[src/rtl/caliptra_prim_generic_pipe_buf.sv]
// Elastic chain of Depth register stages with valid/ready handshake, bubble
// collapse, synchronous flush and occupancy reporting.
module caliptra_prim_generic_pipe_buf #(
  parameter int unsigned Width = 32,
  parameter int unsigned Depth = 2
) (
  input  logic                       clk_i,
  input  logic                       rst_i,
  input  logic                       flush_i,
  input  logic                       in_valid_i,
  output logic                       in_ready_o,
  input  logic [Width-1:0]           in_data_i,
  output logic                       out_valid_o,
  input  logic                       out_ready_i,
  output logic [Width-1:0]           out_data_o,
  output logic [$clog2(Depth+1)-1:0] count_o,
  output logic                       idle_o
);

  localparam int unsigned CntW = $clog2(Depth + 1);

  if (Depth == 0 || Depth > 8) begin : gen_depth_check
    $error("caliptra_prim_generic_pipe_buf: Depth must be within 1..8");
  end

  logic [Depth-1:0]            valid_q, valid_d;
  logic [Depth-1:0][Width-1:0] data_q, data_d;
  logic [CntW-1:0]             count_q, count_d;
  logic [Depth-1:0]            adv;
  logic [Depth-1:0]            load;
  logic [Depth-1:0][Width-1:0] src;
  logic                        stage0_free;
  logic                        in_fire;
  logic                        out_fire;

  // Advance chain, resolved from the output end back towards stage 0.
  always_comb begin
    logic room;
    adv  = '0;
    room = out_ready_i;
    for (int k = int'(Depth) - 1; k >= 0; k--) begin
      adv[k] = valid_q[k] & room;
      room   = ~valid_q[k] | adv[k];
    end
    stage0_free = room;
  end

  assign in_ready_o = ~flush_i & stage0_free;
  assign in_fire    = in_valid_i & in_ready_o;
  assign out_fire   = adv[Depth-1];

  for (genvar k = 0; k < int'(Depth); k++) begin : gen_src
    if (k == 0) begin : gen_head
      assign load[k] = in_fire;
      assign src[k]  = in_data_i;
    end else begin : gen_body
      assign load[k] = adv[k-1];
      assign src[k]  = data_q[k-1];
    end
  end

  // A stage refills from its upstream neighbour whenever it is empty or draining.
  always_comb begin
    valid_d = valid_q;
    data_d  = data_q;
    for (int k = 0; k < int'(Depth); k++) begin
      if (flush_i) begin
        valid_d[k] = 1'b0;
      end else if (load[k]) begin
        valid_d[k] = 1'b1;
        data_d[k]  = src[k];
      end else if (adv[k]) begin
        valid_d[k] = 1'b0;
      end
    end
  end

  always_comb begin
    count_d = count_q;
    if (flush_i) begin
      count_d = '0;
    end else if (in_fire && !out_fire) begin
      count_d = count_q + CntW'(1);
    end else if (!in_fire && out_fire) begin
      count_d = count_q - CntW'(1);
    end
  end

  always_ff @(posedge clk_i) begin
    if (rst_i) begin
      valid_q <= '0;
      data_q  <= '0;
      count_q <= '0;
    end else begin
      valid_q <= valid_d;
      data_q  <= data_d;
      count_q <= count_d;
    end
  end

  // Stale stage contents never leak onto the output bus.
  assign out_valid_o = valid_q[Depth-1];
  assign out_data_o  = valid_q[Depth-1] ? data_q[Depth-1] : '0;
  assign count_o     = count_q;
  assign idle_o      = (count_q == '0);

endmodule

[config.mk]
export PLATFORM = sky130hd
export DESIGN_NAME = caliptra_prim_generic_pipe_buf
export DESIGN_NICKNAME = d
export VERILOG_FILES = /design/src/rtl/caliptra_prim_generic_pipe_buf.sv
export SDC_FILE = /design/constraint.sdc
export NUM_CORES = 1
export LEC_CHECK = 0
export ABC_CLOCK_PERIOD_IN_PS = 2450
export BUFFER_PORTS_ARGS = -buffer_cell sky130_fd_sc_hd__buf_2
export CAP_MARGIN = 20
export CORE_AREA = 2 2 91 93
export DETAILED_ROUTE_END_ITERATION = 6
export DIE_AREA = 0 0 93 95
export PLACE_DENSITY = 0.7
export SLEW_MARGIN = 20
export SYNTH_ARGS = -nofsm -noshare
export SYNTH_HDL_FRONTEND = slang
export SYNTH_SLANG_ARGS = --single-unit
[constraint.sdc]
create_clock -name clk_i -period 2.45 [get_ports clk_i]
set_clock_uncertainty 0.1 [all_clocks]
set_input_delay 0.1225 -clock clk_i [delete_from_list [all_inputs] [get_ports clk_i]]
set_output_delay 0.1225 -clock clk_i [all_outputs]
set_load 0.02 [all_outputs]
# Yosys cells after proc, flatten, opt, wreduce, memory -nomap -nowiden
# Cells that the tools add are included.
# word_totals
regBits	68
inputBits	37
out_inout_bits	37
# classes
n_addsub	2
mux	7
n_bitwise	9
reduce_logical	11
# ops
op	count
2-to-1 mux 32 bit	1
nonzero test 2 bit	3
AND 1 bit	4
2-to-1 mux 1 bit	4
2-to-1 mux 2 bit	2
AND reduction 2 bit	2
inverter 1 bit	3
adder 2 x 1 -> 2 bit (second input constant)	1
logical AND 1 bit	2
zero test 1 bit	2
zero test 2 bit	1
OR 1 bit	2
OR reduction 2 bit	1
subtractor 2 x 1 -> 2 bit (second input constant)	1

# Longest topological paths before layout
# Gate-level depths: netlist of run 1.
# logic_depth
ltp_word	10
mapped_depth	8

# Least setup slack after synthesis of run 1
# Ideal clock, no wire load.
# synth_path
path_kind	reg-to-reg
startpoint	register valid_q[1]
endpoint	register count_q[1] (netlist: count_o[1])
setup_time_ns	0.076
arrival_time_ns	1.898
path_slack_ns	0.376
path_stages_with_launch	8
n_path_buf	2
synth_period_minus_slack_ns	2.074
cell_sequence	dfxtp_1 nor2b_4 buf_6 a21oi_4 buf_12 ha_1 or3_1 a21boi_0
# synth_via
elab_chain_len	9
word_cells_on_any_way	13
# synth_rtl
item	line_no	source
start, declared	26	logic [Depth-1:0] valid_q, valid_d;
start signal, assigned	95	valid_q <= valid_d;
AND 1 bit or inverter 1 bit (tied branches)	42, 43	
OR 1 bit (*)	43	room = ~valid_q[k] | adv[k];
AND 1 bit (*)	42	adv[k] = valid_q[k] & room;
OR 1 bit (*)	43	
AND 1 bit (*)	48	assign in_ready_o = ~flush_i & stage0_free;
AND 1 bit (*)	49	assign in_fire = in_valid_i & in_ready_o;
net in_fire	33	logic in_fire;
zero test 1 bit	84	end else if (!in_fire && out_fire) begin
logical AND 1 bit	84	
nonzero test 2 bit (no source line)	-	
end signal, assigned	97	count_q <= count_d;
end, declared	28	logic [CntW-1:0] count_q, count_d;
# The timed path passes the listed nets; every way through them passes the cells marked *.
# A chain may end at the register's enable or synchronous reset.

# Worst setup path in the final report of run 1
# layout_path
startpoint	register valid_q[1]
endpoint	register valid_q[0]
# layout_via
elab_chain_len	7
word_cells_on_any_way	9
# layout_rtl
item	line_no
AND 1 bit or inverter 1 bit (tied branches)	42, 43
OR 1 bit (*)	43
AND 1 bit (*)	42
OR 1 bit	43
AND 1 bit	48
AND 1 bit	49
2-to-1 mux 1 bit or nonzero test 2 bit (tied branches)	-
# Mark *: on every way between the ends. The rest lies on a longest branch, timed or not.

==> results of run 1 <==
## where the power goes
part | internal [mW] | switching [mW]
sequential | 1.14 | 0.0183
clock | 0.461 | 0.391
combinational | 0.117 | 0.0953
total | 1.72 | 0.505
## per-layer routing
| metal | track usage [%] | up-vias |
|---|---|---|
| met5 | 0 | - |
| li1 | - | 1334 |
| met4 | 6.62 | 0 |
| met2 | 27.2 | 63 |
| met3 | 4.63 | 6 |
| met1 | 19.8 | 1172 |
## Yosys cell counts
cell,count,area [sq um]
nor2b_4,1,13.8
a21boi_0,1,7.51
o21a_1,1,7.51
buf_1,3,11.3
nor3_1,2,10.0
xor2_1,2,17.5
buf_6,1,11.3
ha_1,1,12.5
nor2_1,2,7.51
buf_12,3,60.1
o21ai_1,11,55.1
clkbuf_1,16,60.1
buf_2,7,35.0
nand2b_1,66,413
a21oi_1,34,170
and2_1,32,200
or2b_1,1,7.51
nand2_1,1,3.75
dfxtp_1,68,1360
a21oi_4,1,16.3
nor2b_1,1,6.26
clkbuf_2,1,5.00
o21ai_0,22,110
mux2i_1,32,320
or3_1,1,6.26
nand3_1,32,160
## cells by family (layout without fill, tap and decap cells)
family / after synthesis / count (layout)
compound gates: 70 / 70
xor+xnor: 2 / 2
fa+ha+maj: 1 / 1
buf+inv: 31 / 130
flops: 68 / 68
mux: 32 / 32
simple gates: 139 / 139
## sequential cells by signal (all words and copies together), names as in the netlist
| signal | count |
|---|---|
| count_o | 2 |
| data_q | 64 |
| valid_q | 2 |
## cells in the final DEF, fill, tap and decap left out, drive strengths merged
cell type    instances
a21boi               1
a21oi               35
and2                32
buf                 80
bufinv               1
clkbuf              10
clkinv               5
dfxtp               68
dlygate4sd3         34
ha                   1
mux2i               32
nand2                1
nand2b              66
nand3               32
nor2                 2
nor2b                2
nor3                 2
o21a                 1
o21ai               33
or2b                 1
or3                  1
xor2                 2
## final timing paths
kind	start	to	slack [ns]
setup / recovery	valid_q[1]	valid_q[0]	0.43
hold / removal	rst_i	data_q[47]	0.21
setup reg to reg	valid_q[1]	valid_q[0]	0.43
hold reg to reg	data_q[4]	data_q[36]	0.36
## cell type report
type / instances / area, sq um
clock buffer: 10 / 128
clock inverter: 6 / 55.1
fill: 762 / 3930
multi-input combinational: 244 / 1550
sequential: 68 / 1360
tap: 105 / 131
timing repair buffer: 114 / 771
## per-stage QoR
stage	cells	utilization (%)	worst slack (ns)
after detailed placement	497	43.8	0.555
after floorplan	343	-	0.376
final	547	50.4	0.426
after CTS	547	50.4	0.448
after global routing	547	50.4	0.298
after global placement	497	43.8	0.611
## critical path, stage by stage (launching register included)
cell	delay [ns]
dfxtp_1	0.33
buf_4	0.19
nor2b_4	0.20
buf_4	0.34
a21oi_1	0.11
nor3_1	0.13
dlygate4sd3_1	0.57
==> summary.txt, run 1 <==
Run status
  • Outcome: finished clean

Timing
  • Endpoints failing hold: 0
  • RSZ-0062 raised after global routing: no
  • Fin crit share: 82.6%
  • Final setup viols: 0
  • Pin slew with the least headroom to its limit: 0.609 ns
  • Max-slew headroom: between 50% and 60%
  • Fin crit period: slightly above 2 ns
  • Setup_tns: 0 ns
  • Hold Slack: between 0.2 and 0.25 ns
  • Final Max Tran Viols: 0
  • Max Clock Freq: 0.494 GHz

Clock network
  • Postcts setup bufs: 0
  • Later-pin clock latency in the skew report: about 0.33 ns
  • CTS resizes: 0
  • CTS tree: built
  • Cts bufs inserted: 9
  • H-tree depth: 3
  • Max Root-Sink Buffers: 2
  • Hold-fix buffers, CTS: 34
  • Clock Pin Slew Worst Setup and Hold Paths: 0.07 ns
  • Clk root buf: clkbuf_8
  • Sink Count: 68

Logic synthesis
  • Mapped Cells: 343
  • Post-Synth XOR/XNOR Area: less than 1%
  • Compound-Gate Fraction of Synth Area: 11.9%
  • Syn Nets: 381
  • Synthesized cell area: 3090 sq um
  • Average size of a mapped cell: about 9 sq um
  • Netlist cell types: 26
  • Adder-cell share of the synthesized area: 0.405%
  • Largest family of logic cells by synthesized area: simple AND/OR/NAND/NOR gates
  • Synth Area in Simple Gates: between 20% and 30%
  • Post-synthesis sequential area ratio: 44.1%
  • Synth Register Bits: 68
  • Mux contribution to synthesized area: 10.4%
  • Ys Warns: 0

Route
  • DRC violations left: 0
  • DRT antenna net count: 0
  • WL final: 6920 um
  • DR vias: 2575
  • DR WL met3: 285 um
  • WL/cell: 12.6 um
  • Highest routing layer actually used: met4
  • Metal2 WL: approximately 3500 um
  • Vias per cell: 4.71
  • Routed met1 length: slightly above 3000 um
  • 1st-iter DRT viols: 186
  • Number of detailed-route iterations in the first pass: 4

GRT
  • Largest net degree at the start of global routing: 61
  • All-Layer GR Usage: between 15 and 20%
  • Global-route wire length before repair: 11200 um
  • Grt total ovfl: 0
  • Antenna violations before repair: 0
  • Vias in the first global route: approximately 2400

Die
  • DIE HEIGHT: about 95 um
  • Die Wd: 93 um
  • Core area: 7930 sq um
  • Initial Util: 39.0%
  • # IOs: 74
  • Core Rows: 33
  • Die area: 8840 sq um

Critical path
  • R2r worst-path depth: 6
  • Crit Path Max Fanout: 35
  • Worst EP required: between 2 and 3 ns
  • Worst Setup End Kind: flop
  • Setup crit start kind: flop
  • Crit path kind: flop to flop
  • Arrival time at the worst endpoint: 2.20 ns

Finish
  • Final #Nets: 475
  • Area delta synth->final: 29.3%
  • N_diodes: 0
  • Layout cells sized above 1: 22.4%
  • Fin area: 4000 sq um

Run
  • Max Cap Viol: 0

Placement
  • Placer congestion estimate: 0.698
  • Cell Area, Placed: 3470 sq um
  • DP Wirelength: roughly 4300 um
  • Port buffer count: 73

Pwr
  • Total power: 2.22 mW
  • PwrDens: between 500 and 600 nW/um^2
  • Leak: about 1.6 nW
  • Maximum vdd drop: roughly 0.24 mV

Min path
  • Type of the worst min-delay path: primary input to flop
  • Hold Path Depth: 2
(Power assumes the default switching activity.)
==> inputs of run 2 (changes only) <==
--- a/config.mk
+++ b/config.mk
@@ -5,7 +5,7 @@
 export SDC_FILE = /design/constraint.sdc
 export NUM_CORES = 1
 export LEC_CHECK = 0
-export ABC_CLOCK_PERIOD_IN_PS = 2450
+export ABC_CLOCK_PERIOD_IN_PS = 2000
 export BUFFER_PORTS_ARGS = -buffer_cell sky130_fd_sc_hd__buf_2
 export CAP_MARGIN = 20
 export CORE_AREA = 2 2 91 93
==> constraint.sdc (replaced) <==
create_clock -name clk_i -period 2 [get_ports clk_i]
set_clock_uncertainty 0.1 [all_clocks]
set_input_delay 0.1 -clock clk_i [delete_from_list [all_inputs] [get_ports clk_i]]
set_output_delay 0.1 -clock clk_i [all_outputs]
set_load 0.02 [all_outputs]
==> run 2 against run 1 <==
Die area unchanged. Largest cell class unchanged. First-iteration DRC count rose by 8.1%. Clock power increased by 58%. Largest power group unchanged.
==> summary.txt, run 2 (synthesized netlist as in run 1, its figures left out) <==
Die
  • # IOs: 74
  • Die area: between 8000 and 9000 sq um
  • Core Rows: 33
  • Core area: 7930 sq um
  • Die Wd: 93 um
  • Initial Util: 39.0%
  • DIE HEIGHT: about 95 um

Pwr
  • Leak: 1.65 nW
  • Combinational power share: 8.7%
  • Flop pwr share: 46.8%
  • Maximum vdd drop: around 0.37 mV
  • Power Internal: 2.36 mW
  • Clk pwr share: 44.5%
  • Switching Share: 22.0%
  • PwrDens: around 740 nW/um^2
  • Sw Pwr: ~660 uW

Critical path
  • Worst Setup End Kind: flop
  • Crit-path cells: nor2b_4, buf_4, a21oi_1, nor3_1, dlygate4sd3_1
  • Worst EP required: roughly 2.2 ns
  • Worst r2r src: valid_q[1]
  • Crit path kind: flop to flop
  • Crit Path Max Fanout: 35
  • Arrival time at the worst endpoint: 2.00 ns
  • Worst path slowest cell: dlygate4sd3_1
  • Max incr delay on CP: 0.56 ns
  • Setup crit start kind: flop
  • CP Launch Point: valid_q[1]

Clock network
  • Sink Count: 68
  • Postcts setup bufs: 0
  • Clock Pin Slew Worst Setup and Hold Paths: 0.08 ns
  • Cts bufs inserted: 9
  • Later-pin clock latency in the skew report: 0.34 ns
  • Max Root-Sink Buffers: 2
  • CTS resizes: 0
  • Clk root buf: clkbuf_8
  • CTS tree: built
  • H-tree depth: 3

Finish
  • Area delta synth->final: 31.8%
  • Fin area: 4070 sq um
  • N_diodes: 0
  • Largest register FFs: 64
  • Final Util: 51.4%
  • Largest Register: data_q
  • Finished Layout Cells: 548
  • Commonest non-fill, non-tap cell in the layout: buf_2
  • Most frequent cells in the layout: buf_2 (73), dfxtp_1 (67), nand2b_1 (66)
  • Final #Nets: 476
  • Layout cells sized above 1: a little under a quarter

Timing
  • Final Max Tran Viols: 0
  • Pin slew with the least headroom to its limit: 0.585 ns
  • Setup_tns: 0 ns
  • Fin crit period: 1.82 ns
  • Hold Slack: 0.158 ns
  • Final setup viols: 0
  • Fin crit share: 91.2%
  • Endpoints failing hold: 0
  • Max-slew headroom: 61.0%
  • RSZ-0062 raised after global routing: no
  • Max Clock Freq: 0.548 GHz

Placement
  • Placer congestion estimate: between 0.7 and 0.8
  • Port buffer count: 73
  • Placed insts: between 400 and 500
  • DP Wirelength: 4270 um
  • Cell Area, Placed: 3490 sq um

Route
  • DR vias: around 2600
  • 1st-iter DRT viols: about 200
  • WL final: 7170 um
  • Number of detailed-route iterations in the first pass: 4
  • Vias per cell: 4.72
  • WL/cell: 13.1 um
  • DRT antenna net count: 0
  • DRC violations left: 0

GRT
  • Vias in the first global route: between 2000 and 3000
  • Global-route wire length before repair: 11700 um
  • Grt total ovfl: 0
  • Largest net degree at the start of global routing: 100
  • Antenna violations before repair: 0
  • All-Layer GR Usage: around 17%

Run
  • Max Cap Viol: 0

Min path
  • Type of the worst min-delay path: primary input to flop
  • Min-delay src: rst_i

Run status
  • Outcome: finished clean
run 2: cell count changes in the layout (fill, tap and decap cells not counted), sizes merged:
cell,previous run,this run
clkinv,5,2
bufinv,1,3
clkinvlp,0,2
buf,80,81
clkbuf,10,9
run 2: per-layer routing:
| layer | up-vias | part of all wire, % | track usage [%] |
|---|---|---|---|
| met1 | 1189 | 47 | 21.1 |
| li1 | 1339 | - | - |
| met5 | - | 0 | 0 |
| met4 | 0 | 1.8 | 9.93 |
| met2 | 51 | 48 | 27.8 |
| met3 | 8 | 3.3 | 3.27 |
run 2: timing repair:
action	in CTS	in global routing
hold buffers	34	0
endpoints found under the hold margin	35	0
setup endpoints to repair	0	0
run 2: path summary, 6_finish.rpt:
check                    end  cells after the start  slack (ns)
hold reg to reg   data_q[63]                      2        0.36
setup reg to reg  valid_q[0]                      5        0.18
setup / recovery  valid_q[0]                      5        0.18
hold / removal    data_q[41]                      3        0.16
run 2: power groups by stage:
stage	Combinational (mW)	Sequential, mW	Clock (mW)
3_3_place_gp	0.209	1.44	0
3_5_place_dp	0.214	1.45	0
4_1_cts	0.265	1.42	1.38
5_1_grt	0.291	1.42	1.43
2_1_floorplan	0.151	1.44	0
6_report	0.264	1.42	1.35
run 2: area by class of cell:
type | count | area, sq um
Clock buffer | 9 | 124
Clock inverter | 7 | 115
Fill cell | 777 | 3860
Multi-Input combinational cell | 244 | 1550
Sequential cell | 68 | 1360
Tap cell | 105 | 131
Timing Repair Buffer | 115 | 791
run 2: critical path, delay by kind of cell (launching register included):
| kind | cells | cell delay (ns) |
|---|---|---|
| buffers and inverters | 2 | 0.90 |
| DFF | 1 | 0.35 |
| and+or+nand+nor | 2 | 0.29 |
| AOI/OAI and AO/OA | 1 | 0.12 |
run 2: metrics by stage:
step                      setup WS [ns]  total power, mW
after floorplan                 0.00787             1.59
after global placement            0.462             1.65
after detailed placement          0.409             1.66
after CTS                         0.150             3.06
after global routing             0.0361             3.15
final                             0.176             3.03
